**src/rtl/bp_pkg.sv**
```systemverilog
// ---------------------------------------------------------------------------
// bp_pkg
// Shared types and constants for the branch predictor slice: the BTB entry
// record, 2-bit counter encodings, field positions inside the PCpipe
// resolution bus and the fall-through alignment helper.
//
// Bit numbering note: the branch unit documents its buses MSB-first
// ([0:31], [0:65]). Everything here is declared descending ([31:0],
// [65:0]) so bit 0 of the documented layout is the MSB of our vectors.
// Numeric values are identical either way.
// ---------------------------------------------------------------------------
package bp_pkg;

    // 2-bit saturating counter states; the MSB is the taken prediction
    localparam logic [1:0] CTR_SNT = 2'b00;
    localparam logic [1:0] CTR_WNT = 2'b01;
    localparam logic [1:0] CTR_WT  = 2'b10;
    localparam logic [1:0] CTR_ST  = 2'b11;

    // PCpipe layout {target[31:0], taken, branchPc[31:0], mispredict}
    localparam int PCPIPE_W         = 66;
    localparam int PCPIPE_TARGET_HI = 65;
    localparam int PCPIPE_TARGET_LO = 34;
    localparam int PCPIPE_TAKEN     = 33;
    localparam int PCPIPE_BRPC_HI   = 32;
    localparam int PCPIPE_BRPC_LO   = 1;
    localparam int PCPIPE_MISP      = 0;

    // Fall-through is the next 8-byte aligned fetch group
    localparam logic [31:0] FT_MASK = 32'hFFFF_FFF8;

    // The tag holds the whole word address. The index bits inside it always
    // equal the entry's own index, so comparing all 30 bits is the same as
    // comparing only the upper tag bits, and the record stays independent
    // of the table size.
    typedef struct packed {
        logic        valid;
        logic [29:0] tag;
        logic [31:0] target;
        logic [1:0]  ctr;
    } btbEntry_t;

    function automatic logic [31:0] fallThrough(input logic [31:0] pc);
        return (pc + 32'd8) & FT_MASK;
    endfunction

endpackage

```
**src/rtl/bp_sat_ctr.sv**
```systemverilog
// ---------------------------------------------------------------------------
// bp_sat_ctr
// Combinational next-state function of a 2-bit saturating counter.
// Ports:
//   i_ctr     [1:0]  current counter value
//   i_taken          resolved direction
//   o_ctrNext [1:0]  counter after training (saturates at 00 / 11)
// ---------------------------------------------------------------------------
module bp_sat_ctr
    import bp_pkg::*;
(
    input  logic [1:0] i_ctr,
    input  logic       i_taken,
    output logic [1:0] o_ctrNext
);

    // Step toward the resolved direction, holding at either end
    always_comb begin
        o_ctrNext = i_ctr;
        if (i_taken) begin
            if (i_ctr != CTR_ST) begin
                o_ctrNext = i_ctr + 2'd1;
            end
        end else begin
            if (i_ctr != CTR_SNT) begin
                o_ctrNext = i_ctr - 2'd1;
            end
        end
    end

endmodule

```
**src/rtl/branch_predictor.sv**
```systemverilog
// ---------------------------------------------------------------------------
// branch_predictor
// Direct-mapped BTB with a 2-bit saturating counter per entry. Looks up the
// fetch PC and registers a prediction one cycle later; trains on the branch
// unit's PCpipe resolution bus and pulses a redirect on mispredict.
//
// Parameters:
//   ENTRIES  number of BTB entries (power of two, 4..256)
//   IDX_W    index width, derived from ENTRIES
// Ports:
//   clk, reset                    clock / async active-high reset
//   fetch_valid, fetch_pc         lookup request
//   predict_valid, predict,
//   predict_pc                    registered prediction for last lookup
//   resolve_valid, PCpipe         resolved branch {target,taken,pc,misp}
//   redirect, redirect_pc         one-cycle restart pulse and PC
//   stat_branches,
//   stat_mispredicts              event counters
// Build option:
//   BP_STATS_EN  when defined, the two stat outputs count resolved branches
//                and mispredicts; otherwise they are tied to zero.
// ---------------------------------------------------------------------------
module branch_predictor
    import bp_pkg::*;
#(
    parameter  int ENTRIES = 16,
    localparam int IDX_W   = $clog2(ENTRIES)
) (
    input  logic                clk,
    input  logic                reset,
    input  logic                fetch_valid,
    input  logic [31:0]         fetch_pc,
    output logic                predict_valid,
    output logic                predict,
    output logic [31:0]         predict_pc,
    input  logic                resolve_valid,
    input  logic [PCPIPE_W-1:0] PCpipe,
    output logic                redirect,
    output logic [31:0]         redirect_pc,
    output logic [31:0]         stat_branches,
    output logic [31:0]         stat_mispredicts
);

    btbEntry_t r_btb [ENTRIES];

    logic             r_predictValid;
    logic             r_predict;
    logic [31:0]      r_predictPc;
    logic             r_redirect;
    logic [31:0]      r_redirectPc;

    logic [IDX_W-1:0] w_fetchIdx;
    btbEntry_t        w_lookEntry;
    logic             w_lookTaken;

    logic [31:0]      w_resTarget;
    logic             w_resTaken;
    logic [31:0]      w_resPc;
    logic [IDX_W-1:0] w_resIdx;
    btbEntry_t        w_resEntry;
    logic             w_resHit;
    logic             w_mispredict;
    logic [1:0]       w_ctrNext;
    logic [1:0]       w_unusedResPcBits;

    // Lookup reads the table as it stands this cycle, so a same-cycle update
    // is not visible until the next lookup
    assign w_fetchIdx  = fetch_pc[IDX_W+1:2];
    assign w_lookEntry = r_btb[w_fetchIdx];
    assign w_lookTaken = w_lookEntry.valid && (w_lookEntry.tag == fetch_pc[31:2])
                         && w_lookEntry.ctr[1];

    assign w_resTarget       = PCpipe[PCPIPE_TARGET_HI:PCPIPE_TARGET_LO];
    assign w_resTaken        = PCpipe[PCPIPE_TAKEN];
    assign w_resPc           = PCpipe[PCPIPE_BRPC_HI:PCPIPE_BRPC_LO];
    assign w_resIdx          = w_resPc[IDX_W+1:2];
    assign w_resEntry        = r_btb[w_resIdx];
    assign w_resHit          = w_resEntry.valid && (w_resEntry.tag == w_resPc[31:2]);
    assign w_mispredict      = resolve_valid && PCpipe[PCPIPE_MISP];
    assign w_unusedResPcBits = w_resPc[1:0];

    bp_sat_ctr u_satCtr (
        .i_ctr     (w_resEntry.ctr),
        .i_taken   (w_resTaken),
        .o_ctrNext (w_ctrNext)
    );

    // Prediction and redirect registers. A lookup made in a mispredict
    // resolve cycle is on the wrong path, so its predict_valid is dropped.
    always_ff @(posedge clk or posedge reset) begin
        if (reset) begin
            r_predictValid <= 1'b0;
            r_predict      <= 1'b0;
            r_predictPc    <= '0;
            r_redirect     <= 1'b0;
            r_redirectPc   <= '0;
        end else begin
            r_predictValid <= fetch_valid && !w_mispredict;
            if (fetch_valid) begin
                r_predict   <= w_lookTaken;
                r_predictPc <= w_lookTaken ? w_lookEntry.target : fallThrough(fetch_pc);
            end
            r_redirect <= w_mispredict;
            if (w_mispredict) begin
                r_redirectPc <= w_resTarget;
            end
        end
    end

    // Table training: hits walk the counter, taken misses allocate as weak
    // taken, not-taken misses leave the table alone
    always_ff @(posedge clk or posedge reset) begin
        if (reset) begin
            for (int i = 0; i < ENTRIES; i++) begin
                r_btb[i] <= '{valid: 1'b0, tag: '0, target: '0, ctr: CTR_WNT};
            end
        end else if (resolve_valid) begin
            if (w_resHit) begin
                r_btb[w_resIdx].ctr <= w_ctrNext;
                if (w_resTaken) begin
                    r_btb[w_resIdx].target <= w_resTarget;
                end
            end else if (w_resTaken) begin
                r_btb[w_resIdx] <= '{valid: 1'b1, tag: w_resPc[31:2],
                                     target: w_resTarget, ctr: CTR_WT};
            end
        end
    end

    assign predict_valid = r_predictValid;
    assign predict       = r_predict;
    assign predict_pc    = r_predictPc;
    assign redirect      = r_redirect;
    assign redirect_pc   = r_redirectPc;

`ifdef BP_STATS_EN
    logic [31:0] r_statBranches;
    logic [31:0] r_statMispredicts;

    // Free-running event counters, wrapping naturally at 2^32
    always_ff @(posedge clk or posedge reset) begin
        if (reset) begin
            r_statBranches    <= '0;
            r_statMispredicts <= '0;
        end else if (resolve_valid) begin
            r_statBranches <= r_statBranches + 32'd1;
            if (PCpipe[PCPIPE_MISP]) begin
                r_statMispredicts <= r_statMispredicts + 32'd1;
            end
        end
    end

    assign stat_branches    = r_statBranches;
    assign stat_mispredicts = r_statMispredicts;
`else
    assign stat_branches    = '0;
    assign stat_mispredicts = '0;
`endif

endmodule

```
**config.mk**
```make
export PLATFORM = sky130hd
export DESIGN_NAME = branch_predictor
export DESIGN_NICKNAME = d
export VERILOG_FILES = /design/src/rtl/bp_pkg.sv /design/src/rtl/bp_sat_ctr.sv /design/src/rtl/branch_predictor.sv
export SDC_FILE = /design/constraint.sdc
export NUM_CORES = 2
export LEC_CHECK = 0
export BUFFER_PORTS_ARGS = -buffer_cell sky130_fd_sc_hd__buf_4
export CAP_MARGIN = 20
export CORE_ASPECT_RATIO = 1.75
export CORE_MARGIN = 1.5
export CORE_UTILIZATION = 25
export CTS_BUF_LIST = sky130_fd_sc_hd__clkbuf_16
export CTS_CLUSTER_SIZE = 40
export DETAILED_ROUTE_END_ITERATION = 10
export PLACE_DENSITY = 0.5
export RECOVER_POWER = 100
export SLEW_MARGIN = 20
export SYNTH_ARGS = -nofsm -noshare
export SYNTH_HDL_FRONTEND = slang
export SYNTH_SLANG_ARGS = --single-unit
export TNS_END_PERCENT = 100
```
**constraint.sdc**
```tcl
create_clock -name clk -period 38.6 [get_ports clk]
set_input_delay 5.79 -clock clk [delete_from_list [all_inputs] [get_ports clk]]
set_output_delay 5.79 -clock clk [all_outputs]
set_load 0.1 [all_outputs]
```
Yosys cells after proc, flatten, opt, wreduce, memory -nomap -nowiden
Cells that the tools add are included.

Register bits: 1107. Input port bits: 102. Word-level logic and storage cells: 112.

Add/subtract/negate cells: 3. $lt $le $gt $ge: 3. Equal/unequal tests: 3. Multiplexer cells: 22. Bitwise gates (word level): 2. Reduce and logical (&&, ||, !) cells: 10.

Operators with widths (count): 1040-bit bitwise mux (3); 1040-bit two-way mux (3); 65-bit demux with 4-bit select (3); 65-bit binary-select mux with 4-bit select (2); 65-bit two-way mux (5); 30-bit equality test (2); 34-bit two-way mux (1); 32-bit by 4-bit adder with 32-bit output, second input constant (1); 32-bit two-way mux (1); 5-bit greater-or-equal comparator, second input constant (2); 4-bit inverter with 5-bit output (2); 2-bit two-way mux (4); 1-bit logical AND (6); 5-bit by 1-bit < comparator with 1-bit output, second input constant (1); 2-bit nonzero test (2); 2-bit by 1-bit adder with 2-bit output, second input constant (1); 2-bit != test, second input constant (1); 2-bit AND reduction (1); 2-bit by 1-bit subtractor with 2-bit output, second input constant (1); 1-bit zero test (1).

Logic depth before layout (Yosys ltp)
Depth after elaboration: 11. Mapped depth: 17.

By module
Synthesis repeated with hierarchy kept, for this count alone.

Cells, all modules: 3840. Area total of the unflattened synthesis: 55842.3 um2.

By module, submodules not included: branch_predictor (times used 1, cells an instance 3837, area each 55816.0 um2); bp_sat_ctr (times used 1, cells an instance 3, area each 26.3 um2).

Least setup slack after synthesis
OpenSTA, ideal clock, no wires.

Path type: input port to flip-flop. Start point: input port fetch_pc[5]. End point: register r_predictPc[13], in the netlist predict_pc[13]. Setup time: 0.125 ns. Arrival: 8.949 ns. Setup slack: 29.526 ns. Cell stages on the path: 13. Path buffers: 5. Path through: buf_4 -> buf_4 -> buf_2 -> buf_2 -> mux4_2 -> mux2i_1 -> xnor2_1 -> o41ai_1 -> nand4_1 -> nor4_4 -> buf_6 -> mux2_2 -> mux2_2.

Cells in the longest elaborated chain, start to end: 8. Elaborated cells on any way between the ends: 9. Those cells by class: 1 x add/sub; 1 x eq/ne; 4 x mux; 1 x bitwise; 2 x reduce/logical.

RTL lines: start: declaration (line branch_predictor.sv:32) `input logic [31:0] fetch_pc,`; 4-bit inverter with 5-bit output (implied by the code) (line branch_predictor.sv:69) `assign w_lookEntry = r_btb[w_fetchIdx];`; 65-bit binary-select mux with 4-bit select (line branch_predictor.sv:69); 65-bit two-way mux (implied by the code) (2 in series) (line branch_predictor.sv:69); 30-bit equality test (line branch_predictor.sv:70) `assign w_lookTaken = w_lookEntry.valid && (w_lookEntry.tag == fetch_pc[31:2])`; 1-bit logical AND (line branch_predictor.sv:70); 1-bit logical AND (line branch_predictor.sv:71) `&& w_lookEntry.ctr[1];`; 32-bit two-way mux * (line branch_predictor.sv:101) `r_predictPc <= w_lookTaken ? w_lookEntry.target : fallThrough(fetch_pc);`; end signal: assignment (line branch_predictor.sv:101); end: declaration (line branch_predictor.sv:48) `logic [31:0] r_predictPc;`.

Mark *: on every way between the ends. The rest lies on a longest branch, timed or not. The select of a mux whose other input is x is not followed. A chain may end at the register's enable or synchronous reset.

==> metrics.cfg <==
[worst_setup_path]
crit_top_cell = clkbuf_1
path_cells = clkbuf_4, clkinvlp_2, clkbuf_1, clkbuf_1, clkbuf_1, clkbuf_1
cp_max_fo = 121
crit_required_ps = 38380
crit_arrival_ps = 20140
startpoint_type = input pin
slowest_stage = clkbuf_1
crit_type = input pin to async pin
crit_path_end_kind = async pin
cpPeakStageDelay_ps = 3140

[hold_path]
hp-class = flip-flop to flip-flop

[final_layout]
fin_area_mm2 = 0.0622
most-common-layout-cells = dfrtp_1, mux2_2, nand2_1
nets = 4202
area_growth_pct = 12.2
final_common_cell = dfrtp_1
drive_gt1_frac = 0.367

[detailed_routing]
via_count = 34700
antenna_left = 0
drtIter0Drc = 2469
finalWirelength_um = 182000
viasPerCell = 4.91
drc_errors = 0
avgRoutedWirePerCell_um = 25.7
first_pass_iters = 7

[logic_synthesis]
syn_area_mm2 = 0.0555
yosysWarnings = 0
yosys.cell_types.count = 75
synth_cells = 4094
syn_area_per_cell_um2 = 13.5
synth_async_sr_flop_share = 1.00
synthFlopType = dfrtp_1
ys_ff_latch = 1107
yosysSeqAreaShare = 0.500
synth_edf_count = 0

[place]
gp_congestion = 0.831
placed_area_mm2 = 0.0592
portBuffers = 164
hpwl_um = 110000

[sta]
rsz0062_at_grt = false
finalCritPeriodShare = 0.528
drv_slew = 2400
worst_clock_skew_ps = 107
max_freq_mhz = 49.1
finalSetupTns_ps = 0
hold_viol = 0
worstMarginPinSlew_ps = 8820
layout_min_cycle_time_ps = 20360
setup_viol = 0
slew_headroom = -4.88

[grt]
antenna_found_initial = 11
grt_pass1_vias = 36900
grt.overflow.total = 0
grt_max_degree = 166
grt_pass1_wl_um = 266000
grt_usage = 0.160

[clock_network]
cts.path.max_buffers = 3
root_buffer = clkbuf_16
numCtsBuffers = 111
ctsHoldBuffers = 0
post-cts-setup-buffers = 0
tritoncts = built
cts_resized = 0
htree_levels = 3
clk_pin_slew_worst_paths_ps = 60
clock_sinks = 1107
clk_latency_ps = 770

[die]
dieArea_mm2 = 0.225
core_area_mm2 = 0.221
initial_core_util = 0.252
io_pins = 233
rows = 228
die_h_um = 626
die_w_um = 359

[run]
cap_violations = 56

[power_and_ir_drop]
p_per_area_mw_per_mm2 = 52.5
p_leak_uw = 0.0270
power_switching_uw = 988
power_frac_comb = 0.210
max-vdd-ir-drop_mv = 0.0424
power.internal_uw = 2280
clkPwrFrac = 0.330
switching_share = 0.303
seq_power_share = 0.460

[outcome]
violations = max-capacitance violations, max-slew violations
outcome = complete, but fails checks

[registers in the layout, indices dropped and copies added, names as in the netlist]
signal,cells
r_btb,1040
predict_valid,1
predict,1
redirect,1
redirect_pc,32
predict_pc,32
[cell families (layout without fill, tap and decap cells)]
logic type / after synthesis / in the layout / synth area share
simple gates: 870 / 870 / 0.0693
other cells: 1 / 66 / 0.0000676
mux: 1388 / 1388 / 0.349
flops: 1107 / 1107 / 0.500
buf+inv: 441 / 473 / 0.0415
fa+ha+maj: 2 / 2 / 0.000406
xor+xnor: 92 / 92 / 0.0147
compound gates: 193 / 193 / 0.0247
[final timing paths]
kind                              from               to  slack (ps)  depth (start not counted)
min                          r_btb[37]        r_btb[37]         470                          1
min reg2reg                  r_btb[37]        r_btb[37]         470                          1
min in group asynchronous        reset         redirect        6750                          2
max                              reset  redirect_pc[19]       18240                          6
max reg2reg                  r_btb[54]       r_btb[556]       31290                         11
max in group clk           fetch_pc[5]    predict_pc[4]       19520                         11
[final cells by class]
type                            instances  area [um2]
Timing Repair Buffer                  247        1450
Sequential cell                      1107       27700
Clock inverter                         92         753
Inverter                               23        88.8
Multi-Input combinational cell       2609       25800
Antenna cell                            2        5.00
Clock buffer                          111        2780
Fill cell                           22500      158000
Tap cell                             2875        3600
[cell usage after synthesis (4+ instances only)]
cell type	instances	share of area
buf_6	11	0.0022
dfstp_2	16	0.0076
and3_1	17	0.0019
nand2b_1	16	0.0018
a21oi_1	51	0.0046
nor4_1	7	0.00079
a22o_1	7	0.0011
nor3b_1	5	0.00068
inv_1	20	0.0014
xnor2_1	48	0.0076
mux4_2	355	0.14
buf_2	78	0.0070
nor2b_1	45	0.0051
nand4_1	16	0.0018
a211oi_1	8	0.0011
a32oi_1	4	0.00063
buf_1	21	0.0014
xor2_1	43	0.0068
and2_1	8	0.00090
mux2i_1	194	0.035
clkbuf_1	196	0.013
dfrtp_1	1091	0.49
o211ai_1	10	0.0014
a32o_1	6	0.0011
nor2_1	69	0.0047
nor3_1	19	0.0017
o22ai_1	19	0.0021
mux2_1	23	0.0047
o2111ai_1	8	0.0013
mux2_2	816	0.17
and2_0	4	0.00045
o21ai_0	9	0.00081
a221oi_1	10	0.0016
or2_2	49	0.0055
nand2_1	570	0.039
a22oi_1	22	0.0030
buf_4	108	0.015
nand3_1	31	0.0028
a31oi_1	6	0.00068
[per-layer routing]
metal	global-route usage	vias up	part of all wire
li1	-	14700	-
met4	0.0495	6	0.034
met2	0.279	1072	0.50
met5	0	-	0.00020
met3	0.0262	248	0.055
met1	0.202	18700	0.41
[worst max-delay path, delay by kind of cell]
family / cells / cell delay, ps
buffers and inverters: 6 / 14030
[per-stage QoR]
stage / hold slack, ps / utilization / power, uW / cells / setup slack (ps)
after detailed placement: 451 / 0.269 / 2220 / 6861 / 27340
final: 466 / 0.282 / 3260 / 7066 / 18240
after global placement: 444 / 0.269 / 2200 / 6861 / 27370
after CTS: 467 / 0.285 / 3310 / 7064 / 28080
after floorplan: 431 / - / 2030 / 4157 / 1670
after global routing: 485 / 0.282 / 3420 / 7065 / 15080
[power groups by stage]
stage          combinational [uW]  sequential (uW)  clock, uW
3_3_place_gp                  690             1510          0
2_1_floorplan                 486             1540          0
5_1_grt                       735             1530       1160
3_5_place_dp                  702             1520          0
6_report                      687             1500       1080
4_1_cts                       704             1500       1110
No activity file was read; power rests on OpenSTA's default activity.
